==> config.mk <==
export PLATFORM = sky130hd
export DESIGN_NAME = div_unit_flat
export DESIGN_NICKNAME = d
export VERILOG_FILES = /design/src/rtl/div_if.sv /design/src/rtl/div_unit.sv /design/src/flat_wrapper.sv
export SDC_FILE = /design/constraint.sdc
export NUM_CORES = 1
export LEC_CHECK = 0
export ABC_AREA = 0
export BUFFER_PORTS_ARGS = -buffer_cell sky130_fd_sc_hd__buf_2
export CAP_MARGIN = 20
export CORE_MARGIN = 8
export CORE_UTILIZATION = 39
export CTS_CLUSTER_DIAMETER = 40
export DETAILED_ROUTE_END_ITERATION = 12
export PLACE_DENSITY = 0.66
export SYNTH_ARGS = -nofsm -noshare
export SYNTH_HDL_FRONTEND = slang
export SYNTH_SLANG_ARGS = --single-unit
export TNS_END_PERCENT = 5
==> constraint.sdc <==
create_clock -name clk -period 10.55 [get_ports clk]
set_clock_uncertainty 0.1 [all_clocks]
set_input_delay 1.055 -clock clk [delete_from_list [all_inputs] [get_ports clk]]
set_output_delay 1.055 -clock clk [all_outputs]
set_load 0.02 [all_outputs]
==> src/rtl/div_if.sv <==
// Divider request/response bundle between the execute stage and div_unit.
//   master (requester): drives a, b, signed_div, start, annul;
//                       receives result, ready, stall_div.
//   slave  (div_unit) : the reverse.
interface div_if #(
    parameter int unsigned DATA_W = 32
);
    logic [DATA_W-1:0]   a;
    logic [DATA_W-1:0]   b;
    logic                signed_div;
    logic                start;
    logic                annul;
    logic [2*DATA_W-1:0] result;
    logic                ready;
    logic                stall_div;

    modport master (
        output a, b, signed_div, start, annul,
        input  result, ready, stall_div
    );

    modport slave (
        input  a, b, signed_div, start, annul,
        output result, ready, stall_div
    );
endinterface

==> src/rtl/div_unit.sv <==
// Multi-cycle radix-2 restoring divider for DIV/DIVU in the execute stage.
// Ports:
//   clk        rising-edge pipeline clock
//   rst        asynchronous active-high reset
//   bus.a/b    dividend / divisor, captured when an operation starts
//   bus.signed_div  1 = two's complement divide, 0 = unsigned
//   bus.start  request, held by the E-stage instruction until ready
//   bus.annul  flush; aborts any operation in progress
//   bus.result {remainder (HI), quotient (LO)}, held until the next completion
//   bus.ready  registered one-cycle completion pulse
//   bus.stall_div  combinational start & ~ready for the hazard logic
module div_unit #(
    parameter int unsigned DATA_W = 32
) (
    input  logic clk,
    input  logic rst,
    div_if.slave bus
);
    localparam int unsigned CNT_W = $clog2(DATA_W);

    typedef enum logic [1:0] {
        IDLE    = 2'd0,
        DIVZERO = 2'd1,
        DIV_ON  = 2'd2,
        DIV_END = 2'd3
    } state_t;

    state_t              state_q;
    logic [CNT_W-1:0]    cnt_q;
    logic [DATA_W-1:0]   rem_q;
    logic [DATA_W-1:0]   quo_q;
    logic [DATA_W-1:0]   dvs_q;
    logic                sgn_quo_q;
    logic                sgn_rem_q;
    logic [2*DATA_W-1:0] result_q;
    logic                ready_q;

    logic [DATA_W:0]     shifted_d;
    logic [DATA_W:0]     diff_d;
    logic                borrow_d;
    logic [DATA_W-1:0]   rem_d;
    logic [DATA_W-1:0]   quo_d;
    logic [DATA_W-1:0]   fix_quo_d;
    logic [DATA_W-1:0]   fix_rem_d;
    logic [DATA_W-1:0]   abs_a_d;
    logic [DATA_W-1:0]   abs_b_d;
    logic                neg_a_d;
    logic                neg_b_d;

    // One restoring step plus sign fix-up of that step's outcome.
    always_comb begin
        // The shifted remainder can reach 2*divisor-1, so it needs DATA_W+1 bits;
        // bit DATA_W of the difference is then exactly the borrow.
        shifted_d = {rem_q, quo_q[DATA_W-1]};
        diff_d    = shifted_d - {1'b0, dvs_q};
        borrow_d  = diff_d[DATA_W];
        rem_d     = borrow_d ? shifted_d[DATA_W-1:0] : diff_d[DATA_W-1:0];
        quo_d     = {quo_q[DATA_W-2:0], ~borrow_d};
        fix_quo_d = sgn_quo_q ? -quo_d : quo_d;
        fix_rem_d = sgn_rem_q ? -rem_d : rem_d;

        neg_a_d   = bus.signed_div & bus.a[DATA_W-1];
        neg_b_d   = bus.signed_div & bus.b[DATA_W-1];
        abs_a_d   = neg_a_d ? -bus.a : bus.a;
        abs_b_d   = neg_b_d ? -bus.b : bus.b;
    end

    assign bus.result    = result_q;
    assign bus.ready     = ready_q;
    assign bus.stall_div = bus.start & ~ready_q;

    // Control FSM and datapath registers.
    always_ff @(posedge clk or posedge rst) begin
        if (rst) begin
            state_q   <= IDLE;
            cnt_q     <= '0;
            rem_q     <= '0;
            quo_q     <= '0;
            dvs_q     <= '0;
            sgn_quo_q <= 1'b0;
            sgn_rem_q <= 1'b0;
            result_q  <= '0;
            ready_q   <= 1'b0;
        end else begin
            ready_q <= 1'b0;
            if (bus.annul) begin
                // A ready pulse already on the bus this cycle is left to stand.
                state_q <= IDLE;
            end else begin
                case (state_q)
                    IDLE: begin
                        if (bus.start) begin
                            if (bus.b == '0) begin
                                state_q <= DIVZERO;
                            end else begin
                                state_q   <= DIV_ON;
                                quo_q     <= abs_a_d;
                                dvs_q     <= abs_b_d;
                                rem_q     <= '0;
                                cnt_q     <= '0;
                                sgn_quo_q <= neg_a_d ^ neg_b_d;
                                sgn_rem_q <= neg_a_d;
                            end
                        end
                    end
                    DIVZERO: begin
                        result_q <= '0;
                        ready_q  <= 1'b1;
                        state_q  <= DIV_END;
                    end
                    DIV_ON: begin
                        rem_q <= rem_d;
                        quo_q <= quo_d;
                        cnt_q <= cnt_q + CNT_W'(1);
                        // Result and ready are registered on the way into DIV_END.
                        if (cnt_q == CNT_W'(DATA_W - 1)) begin
                            result_q <= {fix_rem_d, fix_quo_d};
                            ready_q  <= 1'b1;
                            state_q  <= DIV_END;
                        end
                    end
                    DIV_END: begin
                        state_q <= IDLE;
                    end
                    default: begin
                        state_q <= IDLE;
                    end
                endcase
            end
        end
    end
endmodule

==> src/flat_wrapper.sv <==
// flat-port wrapper written by rule: the top's interface ports become plain ports
module div_unit_flat 
#(
    parameter int unsigned DATA_W = 32
)
  (clk, rst, bus_a, bus_b, bus_signed_div, bus_start, bus_annul, bus_result, bus_ready, bus_stall_div);
  div_if #(.DATA_W(DATA_W)) bus_i ();
  input  logic clk;
  input  logic rst;
  input wire logic [$bits(bus_i.a)-1:0] bus_a;
  input wire logic [$bits(bus_i.b)-1:0] bus_b;
  input wire logic [$bits(bus_i.signed_div)-1:0] bus_signed_div;
  input wire logic [$bits(bus_i.start)-1:0] bus_start;
  input wire logic [$bits(bus_i.annul)-1:0] bus_annul;
  output wire logic [$bits(bus_i.result)-1:0] bus_result;
  output wire logic [$bits(bus_i.ready)-1:0] bus_ready;
  output wire logic [$bits(bus_i.stall_div)-1:0] bus_stall_div;
  assign bus_i.a = bus_a;
  assign bus_i.b = bus_b;
  assign bus_i.signed_div = bus_signed_div;
  assign bus_i.start = bus_start;
  assign bus_i.annul = bus_annul;
  assign bus_result = bus_i.result;
  assign bus_ready = bus_i.ready;
  assign bus_stall_div = bus_i.stall_div;
  div_unit #(.DATA_W(DATA_W)) u_core (.clk(clk), .rst(rst), .bus(bus_i));
endmodule
==> implementation parameters, run 1 <==
Parameter                              Value

Synth
  Post-synthesis area per instance    7.992 um^2
  Warnings from Yosys    0
  Portion of synthesized cell area occupied by the leading cell type    35.87%
  Post-synthesis sequential area ratio    35.87%
  Register bit count reported by yosys    170
  Count of flip-flops with a built-in enable after synthesis    0
  Most used flip-flop cell after synthesis    dfrtp_1
  Mapped cell area    11860 um^2
  Net count after synthesis    1595
  Cells after Synth    1484
  Cell taking the most area after synthesis    dfrtp_1
  Post-synthesis async set-or-reset flop share    100.0%
  Distinct cell type count after synthesis    68
  Synth top area cells    dfrtp_1 (36%), o21ai_0 (7.5%), nand2_1 (7.2%), a21oi_1 (5.9%), xnor2_1 (5.6%)

Clocking
  TritonCTS clock tree    built
  Insertion delay of the later-clocked pin in the worst-skew pair    0.45 ns
  Count of hold-fix buffers inserted at cts    0
  Inserted Clock Buffers    17
  Setup bufs post-CTS    0
  Sinks on the clock net    170
  Maximum clock insertion buffer count    2
  Root Driver    clkbuf_16
  Level count of the clock H-tree    4
  Post-CTS sizing    0
  Reg clk slew, reported paths    0.08 ns

Critical path
  Reg2reg setup slack    5.16 ns
  CP Data Arrival Time    5.60 ns
  Worst setup startpoint    u_core.quo_q[31]
  Endpoint of the most critical register-to-register path    u_core.bus.result[62]
  Crit end category    flip-flop
  WS Path Type    reg -> reg
  FF-to-FF path depth    20
  Critical R2R Launch    u_core.quo_q[31]
  Maximum fanout encountered on the critical timing path    55
  Startpoint kind of the worst setup timing path    flip-flop
  Data required time of the critical path    10.76 ns

Final layout
  Most frequent standard cell in the layout excluding fill and tap cells    nand2_1
  Share of layout cells above drive strength 1    13.01%
  Synth-to-Final Area Change    13.77%
  Cell area after layout    13490 um^2
  Total area of sequential cells    4254 um^2
  Total number of nets in the final design    1682
  Final Non-Filler Cells    1983
  Post-layout util    44.58%
  Most frequent cells in the layout    nand2_1 (226), o21ai_0 (177), dfrtp_1 (170), a21oi_1 (140), buf_2 (134)
  Number of filler cells placed in the layout    3010
  Area of combinational cells with multiple inputs    7104 um^2

Floorplan
  Number of I/O pins    135
  Die span in x    190.4 um
  Initial cell density of the core    39.18%
  Die Y    190.4 um
  Core area    30270 um^2
  Total number of placement rows    64
  Area of the die    36250 um^2

Timing
  Final clock period utilization by the worst path    51.11%
  Final hold violation count    0
  Setup TNS Final    0 ns
  Final setup viols    0
  Min Clock Period, post-route    5.392 ns
  Number of max-slew violations in the final report    0
  Maximum achievable frequency    0.1855 GHz
  Setup repair after global routing missed its margin    false
  Slew Limit Headroom    35.56%
  Transition time at the pin with the least slew margin    0.9542 ns

Place
  Estimated wirelength of the detail-placed design    26.77 mm
  Cell area after placement    12820 um^2
  Number of I/O port buffers    134
  Cell total after placement    1947
  GP Congestion    0.8986

GRT
  Wire length of the first global-routing pass    57.03 mm
  Largest net degree at the start of global routing    128
  Initial antenna violation count    5
  Vias in the first global route    10360
  Grt ovf    0
  Global-route total usage across every layer    19.47%

Hold path
  Hold path startpoint    u_core.bus.result[46]
  Hold endpoint    u_core.bus.result[46]
  Worst hold path stage count    2
  Type of the worst min-delay path    reg -> reg

Run status
  Run status    finished, final reports clean

Routing
  Post-detailed-route via-to-cell ratio    5.569
  Remaining number of nets flagged by the antenna check after routing    0
  Post-DR wirelength/cell    18.04 um
  DRC violations left    0
  Violation count after the first detailed-routing iteration    748
  Router iterations before antenna repair    5
  Via total after detailed routing    11040
  Aggregate routed wire length    35.78 mm

Power
  Areal power density over the cells    210.0 nW/um^2
  Max IR drop VDD    0.1138 mV
  Lkg Pwr    6.160 nW

Flow run
  Max-cap violation count    0
stage by stage:
step	power [mW]	setup slack, ns	hold slack, ns
after global placement	2.124	5.401	0.3573
final	2.834	5.158	0.3750
after global routing	3.030	4.782	0.4026
after detailed placement	2.142	5.309	0.3650
after floorplan	1.788	4.792	0.3453
after CTS	2.830	5.260	0.3815
synthesized netlist by cell type (15+ instances only):
library cell    n
a21o_1         15
nand2_1       227
xnor2_1        76
o31ai_1        46
nor2_1        120
inv_1          52
xor2_1         65
nor3_1         34
dfrtp_1       170
o41ai_1        15
o21ai_0       177
nand3_1        18
a21oi_1       140
nor4_1         19
ha_1           41
mux2i_1        22
or3_1          19
clkbuf_1       61
state kept, by name, summed over array words and instances, names as in the netlist:
signal and flops:
u_core.cnt_q 5, u_core.sgn_quo_q 1, u_core.rem_q 32, u_core.dvs_q 32, u_core.bus.ready 1, u_core.state_q 2, u_core.sgn_rem_q 1, u_core.bus.result 64
u_core.quo_q 32
how the worst max path moves through the flow:
stage | depth (start not counted) | slack [ns] | end
finish | 20 | 5.16 | u_core.bus.result[62]
global route | 20 | 4.78 | u_core.bus.result[62]
CTS | 20 | 5.26 | u_core.bus.result[62]
detailed placement | 20 | 5.31 | u_core.bus.result[62]
global placement | 13 | 5.40 | u_core.cnt_q[3]
floorplan | 1 | 4.79 | u_core.bus.ready
cell type report:
| type | count | share of cell area (%) |
|---|---|---|
| Tap cell | 396 | 3.672 |
| Clock buffer | 18 | 3.255 |
| Antenna cell | 3 | 0.05564 |
| Inverter | 54 | 1.539 |
| Timing Repair Buffer | 147 | 5.786 |
| Multi-Input combinational cell | 1181 | 52.65 |
| Sequential cell | 170 | 31.53 |
| Clock inverter | 14 | 1.512 |
metal layers:
layer | up-vias | part of all wire, % | wire [um] | global-route usage (%)
li1 | 5411 | - | - | -
met1 | 5306 | 48 | 17200 | 27.57
met2 | 284 | 45 | 16190 | 30.32
met3 | 38 | 5.2 | 1848 | 3.530
met4 | 4 | 1.4 | 517 | 4.714
met5 | - | 0.067 | 24 | 0
where the power goes:
group / leakage (nW) / switching, mW / total [mW] / internal [mW]
combinational: 3.61 / 0.818 / 1.25 / 0.432
sequential: 2.24 / 0.126 / 0.905 / 0.779
clock: 0.310 / 0.308 / 0.679 / 0.371
worst max-delay path, stage by stage (launching register included):
cell	delay (ns)
dfrtp_1	0.43
inv_1	0.09
ha_1	0.16
inv_1	0.05
fa_1	0.41
a211oi_1	0.30
o211ai_1	0.22
nand3_1	0.17
a21oi_1	0.15
nor3_1	0.47
nor3_4	0.08
buf_4	0.35
inv_2	0.13
buf_4	0.44
nor2_1	0.08
a21oi_1	0.24
ha_1	0.35
o211ai_1	0.24
o41ai_1	0.51
xnor2_1	0.16
o21ai_0	0.08
logic make-up after synthesis:
kind of cell / after synthesis / share of synthesized area (%)
compound gates: 453 / 22.49
flops: 170 / 35.87
buf+inv: 133 / 4.336
mux: 26 / 2.236
simple gates: 519 / 20.16
xor+xnor: 141 / 10.41
fa+ha+maj: 42 / 4.494
Power figures use the tool's default switching activity.
==> inputs of run 2 (changes only) <==
clock period = 5.63 ns   (was 10.55 ns; I/O delays follow)
==> run 2 against run 1 <==
Effect of this change:
- wire length down 1.2%
- worst setup slack got worse by 4.6 ns
- critical path depth is 1 lower
- critical path type unchanged
- largest cell class unchanged
- die area stayed put
- sequential share of layout area increased by 0.085 points
- sequential power increased by 87%
==> implementation parameters, run 2 (synthesized netlist as in run 1, its figures left out) <==
Parameter                              Value

Run status
  Run status    finished, final reports clean

Timing
  Maximum achievable frequency    0.1978 GHz
  Number of max-slew violations in the final report    0
  Transition time at the pin with the least slew margin    0.9460 ns
  Final setup viols    0
  Final hold violation count    0
  Final clock period utilization by the worst path    89.79%
  Min Clock Period, post-route    5.055 ns
  Least setup slack across all paths after layout    0.5749 ns
  Setup repair after global routing missed its margin    false
  Slew Limit Headroom    36.70%
  Setup TNS Final    0 ns

Place
  Cell area after placement    12860 um^2
  Number of I/O port buffers    134
  Cell total after placement    1950
  Dpl ws    0.6300 ns
  GP Congestion    0.8999
  Estimated wirelength of the detail-placed design    26.90 mm

Critical path
  Reg2reg setup slack    0.57 ns
  Maximum fanout encountered on the critical timing path    20
  Crit-path leading delay family    simple AND/OR/NAND/NOR gates
  Buf/Inv on CP    3
  Data required time of the critical path    5.83 ns
  Max stage delay cell, worst path    or3_2
  CP Data Arrival Time    5.25 ns
  Critical Path, Cell by Cell    inv_1, ha_1, inv_1, fa_1, a211oi_1, o211ai_1, nand3_1, a21oi_1, nor3_1, nor3_4, inv_2, ha_1, nand2_1, or3_2, o21ai_0, nand2_1, a21oi_1, xor2_1, o21ai_0
  WS Path Type    reg -> reg
  Crit end category    flip-flop
  Startpoint kind of the worst setup timing path    flip-flop
  Longest individual stage delay on the worst path    0.54 ns

Routing
  Violation count after the first detailed-routing iteration    879
  Via total after detailed routing    10980
  Router iterations before antenna repair    5
  Aggregate routed wire length    35.34 mm
  DRC violations left    0
  Remaining number of nets flagged by the antenna check after routing    0
  Post-detailed-route via-to-cell ratio    5.525
  Post-DR wirelength/cell    17.79 um

Clocking
  Inserted Clock Buffers    17
  Count of hold-fix buffers inserted at cts    0
  Setup bufs post-CTS    0
  Reg clk slew, reported paths    0.07 ns
  Post-CTS sizing    0
  Maximum clock insertion buffer count    2
  Insertion delay of the later-clocked pin in the worst-skew pair    0.44 ns
  Root Driver    clkbuf_16
  Level count of the clock H-tree    4
  Sinks on the clock net    170
  TritonCTS clock tree    built

Power
  Cell internal power dissipation    2.867 mW
  Max IR drop VDD    0.2220 mV
  Clock network power share    22.4%
  Switching power as a share of total power    44.56%
  Areal power density over the cells    384.3 nW/um^2
  Combinational fraction of design power    44.9%
  Switching pwr    2.304 mW
  Part of the total power dissipated in sequential elements    32.7%
  Lkg Pwr    6.140 nW

Hold path
  Type of the worst min-delay path    in -> async

Flow run
  Max-cap violation count    0

Final layout
  Most frequent cells in the layout    nand2_1 (226), o21ai_0 (177), dfrtp_1 (170), a21oi_1 (140), buf_2 (134)
  Cell area after layout    13460 um^2
  Total number of nets in the final design    1685
  Post-layout util    44.46%
  Flip-flop count of the largest register, all copies and words added    64
  Synth-to-Final Area Change    13.46%
  Most frequent standard cell in the layout excluding fill and tap cells    nand2_1
  Share of layout cells above drive strength 1    13.11%
  Final Non-Filler Cells    1987

Floorplan
  Total number of placement rows    64
  Area of the die    36250 um^2
  Number of I/O pins    135
  Initial cell density of the core    39.18%
  Die Y    190.4 um
  Core area    30270 um^2
  Die span in x    190.4 um

GRT
  Vias in the first global route    10490
  Grt ovf    0
  Largest net degree at the start of global routing    89
  Initial antenna violation count    6
  Global-route total usage across every layer    19.36%
  Wire length of the first global-routing pass    56.95 mm
[run 2: worst paths after layout]
| kind | endpoint | depth (start not counted) | startpoint |
|---|---|---|---|
| worst max-delay path | u_core.bus.result[30] | 19 | u_core.quo_q[31] |
| worst min-delay path | u_core.bus.result[19] | 2 | rst |
| worst max register to register | u_core.bus.result[30] | 19 | u_core.quo_q[31] |
| worst min register to register | u_core.bus.result[25] | 2 | u_core.bus.result[25] |
| max in group asynchronous | u_core.dvs_q[15] | 3 | rst |
| min in group clk | u_core.dvs_q[31] | 2 | bus_b[31] |
[run 2: cell type report]
class / instances / area [um^2]
diodes: 4 / 10.01
clock buffers: 18 / 429.2
clock inverters: 14 / 132.6
fillers: 3027 / 16810
inverters: 54 / 207.7
multi-input cells: 1181 / 7104
flip-flops and latches: 170 / 4254
well taps: 396 / 495.5
repair buffers: 150 / 823.3
[run 2: power groups by stage]
| stage | clock network, mW | registers [mW] | logic [mW] |
|---|---|---|---|
| global route | 1.23 | 1.72 | 2.59 |
| floorplan | 0 | 1.64 | 1.71 |
| detailed placement | 0 | 1.73 | 2.26 |
| global placement | 0 | 1.72 | 2.24 |
| CTS | 1.18 | 1.71 | 2.27 |
| finish | 1.16 | 1.69 | 2.32 |
[run 2: worst register-to-register path, delay by kind of cell (launching register included)]
| kind | cells | cell delay (ns) |
|---|---|---|
| AND/OR/NAND/NOR | 6 | 1.62 |
| buffers and inverters | 3 | 0.49 |
| flip-flops | 1 | 0.43 |
| XOR/XNOR | 1 | 0.15 |
| adder cells (fa/ha/maj) | 3 | 0.86 |
| AO/OA/AOI/OAI | 6 | 1.25 |
[run 2: routing by layer]
layer,global-route usage (%),vias to the layer above,wire (um)
li1,-,5413,-
met1,27.68,5216,17060
met2,29.50,306,15530
met3,3.658,40,2162
met4,5.191,4,559
met5,0,-,27
[run 2: stage by stage]
step | total power, mW | hold slack, ns
global route | 5.541 | 0.2438
global placement | 3.959 | 0.3585
CTS | 5.152 | 0.2134
detailed placement | 3.990 | 0.3676
finish | 5.171 | 0.1767
floorplan | 3.350 | 0.3453
